$ cat src/rtl/fetch_queue_pkg.sv
// rtl/fetch_queue_pkg.sv - shared types and defaults for the instruction fetch queue
package fetch_queue_pkg;

    localparam int FQ_DEPTH_DEFAULT = 4;

    typedef struct packed {
        logic [63:0] pc;
        logic [31:0] instr;
    } fq_entry_t;

endpackage

$ cat src/rtl/fetch_queue_if.sv
// rtl/fetch_queue_if.sv - fetch-side enqueue and decode-side dequeue bundle
import fetch_queue_pkg::*;

interface fetch_queue_if #(
    parameter int DEPTH = FQ_DEPTH_DEFAULT
);
    localparam int PTR_W = $clog2(DEPTH);

    logic [63:0]    imem_addr_F;
    logic [31:0]    imem_data_F;
    logic           enq_valid_F;
    logic           enq_ready_F;
    logic           flush_F;
    logic [31:0]    instr_D;
    logic [63:0]    pc_D;
    logic           valid_D;
    logic           ready_D;
    logic [PTR_W:0] count_Q;

    modport master (
        output imem_addr_F, imem_data_F, enq_valid_F, flush_F, ready_D,
        input  enq_ready_F, instr_D, pc_D, valid_D, count_Q
    );

    modport slave (
        input  imem_addr_F, imem_data_F, enq_valid_F, flush_F, ready_D,
        output enq_ready_F, instr_D, pc_D, valid_D, count_Q
    );

endinterface

$ cat src/rtl/fq_storage.sv
// rtl/fq_storage.sv - unreset entry array, one sync write port and one async read port
import fetch_queue_pkg::*;

module fq_storage #(
    parameter int DEPTH = FQ_DEPTH_DEFAULT
) (
    input  logic                     clk,
    input  logic                     we,
    input  logic [$clog2(DEPTH)-1:0] waddr,
    input  fq_entry_t                wdata,
    input  logic [$clog2(DEPTH)-1:0] raddr,
    output fq_entry_t                rdata
);

    fq_entry_t mem [DEPTH];

    always_ff @(posedge clk) begin
        if (we) begin
            mem[waddr] <= wdata;
        end
    end

    assign rdata = mem[raddr];

endmodule

$ cat src/rtl/fetch_queue.sv
// rtl/fetch_queue.sv - in-order prefetch buffer between fetch and decode with flush
import fetch_queue_pkg::*;

module fetch_queue #(
    parameter int DEPTH = FQ_DEPTH_DEFAULT
) (
    input  logic          clk,
    input  logic          reset,
    fetch_queue_if.slave  fq
);

    localparam int PTR_W = $clog2(DEPTH);
    localparam logic [PTR_W:0] FULL_COUNT = (PTR_W+1)'(DEPTH);

    logic [PTR_W-1:0] wr_ptr;
    logic [PTR_W-1:0] rd_ptr;
    logic [PTR_W:0]   count;
    logic             enq;
    logic             deq;
    fq_entry_t        wr_entry;
    fq_entry_t        head;

    // Ready/valid come only from the registered count, so a full queue
    // refuses fetch even when decode drains the head in the same cycle.
    assign fq.enq_ready_F = (count != FULL_COUNT);
    assign fq.valid_D     = (count != '0);
    assign fq.count_Q     = count;

    assign enq = fq.enq_valid_F && fq.enq_ready_F && !reset && !fq.flush_F;
    assign deq = fq.valid_D && fq.ready_D && !reset && !fq.flush_F;

    assign wr_entry.pc    = fq.imem_addr_F;
    assign wr_entry.instr = fq.imem_data_F;

    fq_storage #(
        .DEPTH (DEPTH)
    ) u_storage (
        .clk   (clk),
        .we    (enq),
        .waddr (wr_ptr),
        .wdata (wr_entry),
        .raddr (rd_ptr),
        .rdata (head)
    );

    assign fq.instr_D = fq.valid_D ? head.instr : '0;
    assign fq.pc_D    = fq.valid_D ? head.pc    : '0;

    always_ff @(posedge clk) begin
        if (reset || fq.flush_F) begin
            wr_ptr <= '0;
            rd_ptr <= '0;
            count  <= '0;
        end else begin
            if (enq) begin
                wr_ptr <= wr_ptr + 1'b1;
            end
            if (deq) begin
                rd_ptr <= rd_ptr + 1'b1;
            end
            count <= count + {{PTR_W{1'b0}}, enq} - {{PTR_W{1'b0}}, deq};
        end
    end

endmodule

$ cat src/flat_wrapper.sv
// flat-port wrapper written by rule: the top's interface ports become plain ports
module fetch_queue_flat 
#(
    parameter int DEPTH = FQ_DEPTH_DEFAULT
)
  (clk, reset, fq_imem_addr_F, fq_imem_data_F, fq_enq_valid_F, fq_flush_F, fq_ready_D, fq_enq_ready_F, fq_instr_D, fq_pc_D, fq_valid_D, fq_count_Q);
  fetch_queue_if #(.DEPTH(DEPTH)) fq_i ();
  input  logic clk;
  input  logic reset;
  input wire logic [$bits(fq_i.imem_addr_F)-1:0] fq_imem_addr_F;
  input wire logic [$bits(fq_i.imem_data_F)-1:0] fq_imem_data_F;
  input wire logic [$bits(fq_i.enq_valid_F)-1:0] fq_enq_valid_F;
  input wire logic [$bits(fq_i.flush_F)-1:0] fq_flush_F;
  input wire logic [$bits(fq_i.ready_D)-1:0] fq_ready_D;
  output wire logic [$bits(fq_i.enq_ready_F)-1:0] fq_enq_ready_F;
  output wire logic [$bits(fq_i.instr_D)-1:0] fq_instr_D;
  output wire logic [$bits(fq_i.pc_D)-1:0] fq_pc_D;
  output wire logic [$bits(fq_i.valid_D)-1:0] fq_valid_D;
  output wire logic [$bits(fq_i.count_Q)-1:0] fq_count_Q;
  assign fq_i.imem_addr_F = fq_imem_addr_F;
  assign fq_i.imem_data_F = fq_imem_data_F;
  assign fq_i.enq_valid_F = fq_enq_valid_F;
  assign fq_i.flush_F = fq_flush_F;
  assign fq_i.ready_D = fq_ready_D;
  assign fq_enq_ready_F = fq_i.enq_ready_F;
  assign fq_instr_D = fq_i.instr_D;
  assign fq_pc_D = fq_i.pc_D;
  assign fq_valid_D = fq_i.valid_D;
  assign fq_count_Q = fq_i.count_Q;
  fetch_queue #(.DEPTH(DEPTH)) u_core (.clk(clk), .reset(reset), .fq(fq_i));
endmodule
$ cat config.mk
export PLATFORM = sky130hd
export DESIGN_NAME = fetch_queue_flat
export DESIGN_NICKNAME = d
export VERILOG_FILES = /design/src/rtl/fetch_queue_pkg.sv /design/src/rtl/fetch_queue_if.sv /design/src/rtl/fq_storage.sv /design/src/rtl/fetch_queue.sv /design/src/flat_wrapper.sv
export SDC_FILE = /design/constraint.sdc
export NUM_CORES = 1
export LEC_CHECK = 0
export ABC_CLOCK_PERIOD_IN_PS = 29500
export CORE_MARGIN = 3
export CORE_UTILIZATION = 59
export DETAILED_ROUTE_END_ITERATION = 10
export GPL_ROUTABILITY_DRIVEN = 1
export PLACE_DENSITY_LB_ADDON = 0.25
export SYNTH_ARGS = -nofsm -noshare
export SYNTH_HDL_FRONTEND = slang
export SYNTH_HIERARCHICAL = 1
export SYNTH_SLANG_ARGS = --single-unit
$ cat constraint.sdc
create_clock -name clk -period 29.5 [get_ports clk]
set_input_delay 5.9 -clock clk [delete_from_list [all_inputs] [get_ports clk]]
set_output_delay 5.9 -clock clk [all_outputs]
set_load 0.005 [all_outputs]
==> results by group <==
Cells and area
  – Share of layout cells above drive strength 1: 0.219
  – Multi-input logic area: 0.00309 mm²
  – Register area: 0.0117 mm²
  – Fin nets: 969
  – Area growth syn-to-layout: 23.1%
  – Fillers: 1,348

Yosys
  – Avg Inst Size Synth: 23.0 µm²
  – Yosys cell types: 26
  – Synthesis-stage register bit count: 391
  – Register area share after synthesis: 0.779
  – Instance count of the mapped netlist: 650
  – Synth Cell Area: 0.0150 mm²
  – Synthesized net count: 754
  – Yosys warning count: 6

GRT
  – Pin count of the biggest net entering global routing: 98
  – Grt ovf: 0
  – GRT Util Overall: 0.217
  – Vias in the first global route: 7,678
  – First-pass GRT wire length: 44.3 mm
  – Initial antenna violation count: 6

Place
  – IO Port Bufs: 201
  – Pre-CTS WS: 20.50 ns
  – DP Wirelength: 16.5 mm
  – Gpl congestion: 0.826

Floorplanning
  – Die W: 165 µm
  – Initial Util: 0.609
  – Chip Height: 165 µm
  – Core Region: 0.0246 mm²
  – Ports: 202
  – Die area: 0.0273 mm²
  – Cell Rows: 57

Critical path
  – Crit path cell chain: buf_4 > mux4_2 > and2_1 > clkdlybuf4s50_1
  – CP Data Required Time: 23.60 ns
  – Critical path's largest stage delay: 0.77 ns
  – Critical Path AT: 3.26 ns
  – Crit end category: output pin
  – Critical path peak fanout: 34
  – Worst path bufs/invs: 2
  – Startpoint types: flip-flop
  – Crit-path slowest cell: dfxtp_4
  – Delay-heaviest family, CP: buffers and inverters
  – Critical path class: flip-flop to output pin

Worst hold path
  – HP Class: flip-flop to flip-flop

STA
  – Final min period: 9.16 ns
  – Worst hold slack: 0.596 ns
  – Final worst slack: 20.34 ns
  – Clock Skew: 0.0161 ns
  – Final setup viols: 0
  – Slew headroom: 0.289
  – Least-Margin Pin Slew: 1.07 ns
  – RSZ-0062 raised after global routing: no
  – Fmax: 109 MHz
  – Final hold vios: 0
  – Final period utilization: 0.311
  – Final setup TNS: 0 ns
  – Max-slew violations: 0

Power
  – Internal power: 907 µW
  – NetSw: 205 µW
  – Power, Total: 1.11 mW
  – Pleak: 5.81 nW
  – Comb power frac: 0.036
  – Clock network power share: 0.409
  – Max VDD drop: 0.0373 mV
  – Sw frac: 0.184
  – Sequential Power Share: 0.555
  – Power per cell area: 60.3 mW/mm²

Clocking
  – Htree depth: 2
  – CTS tree: built
  – CTS max path bufs: 3
  – # Post-CTS Setup Buffers: 0
  – CTS resizes: 0
  – Num CTS Buffers: 37
  – Worst-skew pair later-pin latency: 0.51 ns
  – CTS Hold Buffers Added: 0
  – Clk sinks: 391
  – Clk slew on worst S/H paths: 0.06 ns
  – Root buf cell: clkbuf_16

Route
  – WL/cell: 23.9 µm
  – Router iterations before antenna repair: 4
  – Iteration-0 DRC Markers: 583
  – Vias/cell: 5.91
  – Via count: 7,183
  – Post-Route WL: 29.1 mm
  – Detail Route Antenna Nets: 0
  – DRC Markers: 0

Status
  – Status: finished, final reports clean

Job
  – Max-cap violation count: 0
## per-layer routing
layer / track usage / routed length (µm) / vias to the layer above
met3: 0.0641 / 2500 / 45
met4: 0.0526 / 443 / 10
met2: 0.349 / 14600 / 320
met5: 0 / 71 / -
met1: 0.301 / 11500 / 3718
li1: - / - / 3090
## layout by cell type, fill, tap and decap left out
cell,n
edfxtp_1,384
clkdlybuf4s50_1,201
mux4_2,96
and2_1,68
clkbuf_16,39
and2_4,30
clkinv_2,9
buf_4,8
clkinv_1,6
dfxtp_1,5
clkbuf_1,4
nor3_1,4
diode_2,3
bufinv_16,3
inv_1,3
nand2_1,3
nand3_1,2
or3_1,2
mux2i_1,2
xor2_1,2
xnor2_1,2
ha_1,2
dfxtp_4,2
and3b_4,2
inv_6,1
clkbuf_8,1
o31ai_1,1
nor2_1,1
or3b_2,1
or3_4,1
o311ai_0,1
fa_1,1
and3_4,1
nor3b_2,1
## cells in the mapped netlist
cell | instances | area [µm²]
edfxtp_1 | 384 | 11500
mux4_2 | 96 | 2160
and2_1 | 68 | 425
and2_4 | 30 | 263
buf_2 | 12 | 60.1
clkbuf_1 | 11 | 41.3
buf_6 | 9 | 101
dfxtp_1 | 7 | 140
nor3_1 | 4 | 20.0
inv_1 | 3 | 11.3
nand2_1 | 3 | 11.3
or3_1 | 3 | 18.8
and3b_1 | 2 | 17.5
ha_1 | 2 | 25.0
mux2i_1 | 2 | 20.0
nand3_1 | 2 | 10.0
xnor2_1 | 2 | 17.5
xor2_1 | 2 | 17.5
and3_1 | 1 | 6.26
buf_12 | 1 | 20.0
fa_1 | 1 | 20.0
nor2_1 | 1 | 3.75
nor3b_1 | 1 | 7.51
o311ai_0 | 1 | 8.76
o31ai_1 | 1 | 7.51
or3b_2 | 1 | 8.76
## power groups by stage
stage               sequential, mW  clock, mW  combinational (mW)
floorplan                    0.630          0              0.0125
global placement             0.629          0              0.0378
detailed placement           0.629          0              0.0396
CTS                          0.618      0.463              0.0401
global route                 0.618      0.486              0.0425
finish                       0.618      0.455              0.0397
## state kept, by name, indices dropped and copies added, names as in the netlist
| register | cells |
|---|---|
| u_core/rd_ptr | 2 |
| u_core/fq.count_Q | 3 |
| u_core/u_storage/mem | 384 |
| u_core/wr_ptr | 2 |
## stage by stage
stage | std cells | utilization | cell area [µm²]
floorplan | 650 | - | 15000
global placement | 1150 | 0.702 | 17300
detailed placement | 1150 | 0.702 | 17300
CTS | 1213 | 0.749 | 18400
global route | 1214 | 0.749 | 18400
finish | 1216 | 0.749 | 18400
## cell families (layout without fill, tap and decap cells)
logic type / count (synthesis) / after routing / synth area share
compound gates: 2 / 2 / 0.00109
xor+xnor: 4 / 4 / 0.00234
fa+ha+maj: 3 / 3 / 0.00301
buf+inv: 36 / 275 / 0.0156
flops: 391 / 391 / 0.779
mux: 98 / 98 / 0.146
other cells: 0 / 3 / 0
simple gates: 116 / 116 / 0.0529
## final cells by class
type	instances	area share
Sequential cell	391	0.633
Multi-Input combinational cell	223	0.168
Timing Repair Buffer	209	0.112
Clock buffer	44	0.0545
Tap cell	324	0.0220
Clock inverter	19	0.00902
Inverter	3	0.000611
Antenna cell	3	0.000407
## worst paths after layout
check	from	endpoint	slack (ns)	cells past startpoint
setup reg to reg	u_core/fq.count_Q[1]	u_core/u_storage/mem[1][51]	26.56	5
setup / recovery	u_core/rd_ptr[0]	fq_pc_D[8]	20.34	4
hold / removal	u_core/wr_ptr[1]	u_core/wr_ptr[1]	0.60	2
hold reg to reg	u_core/wr_ptr[1]	u_core/wr_ptr[1]	0.60	2
## worst register-to-register path, cell delays in order (launching register included)
cell and delay [ns]:
dfxtp_1 0.49, or3b_2 0.24, nand3_1 0.14, inv_1 0.17, and3b_4 0.55, buf_4 0.91
No activity file was read; power rests on OpenSTA's default activity.
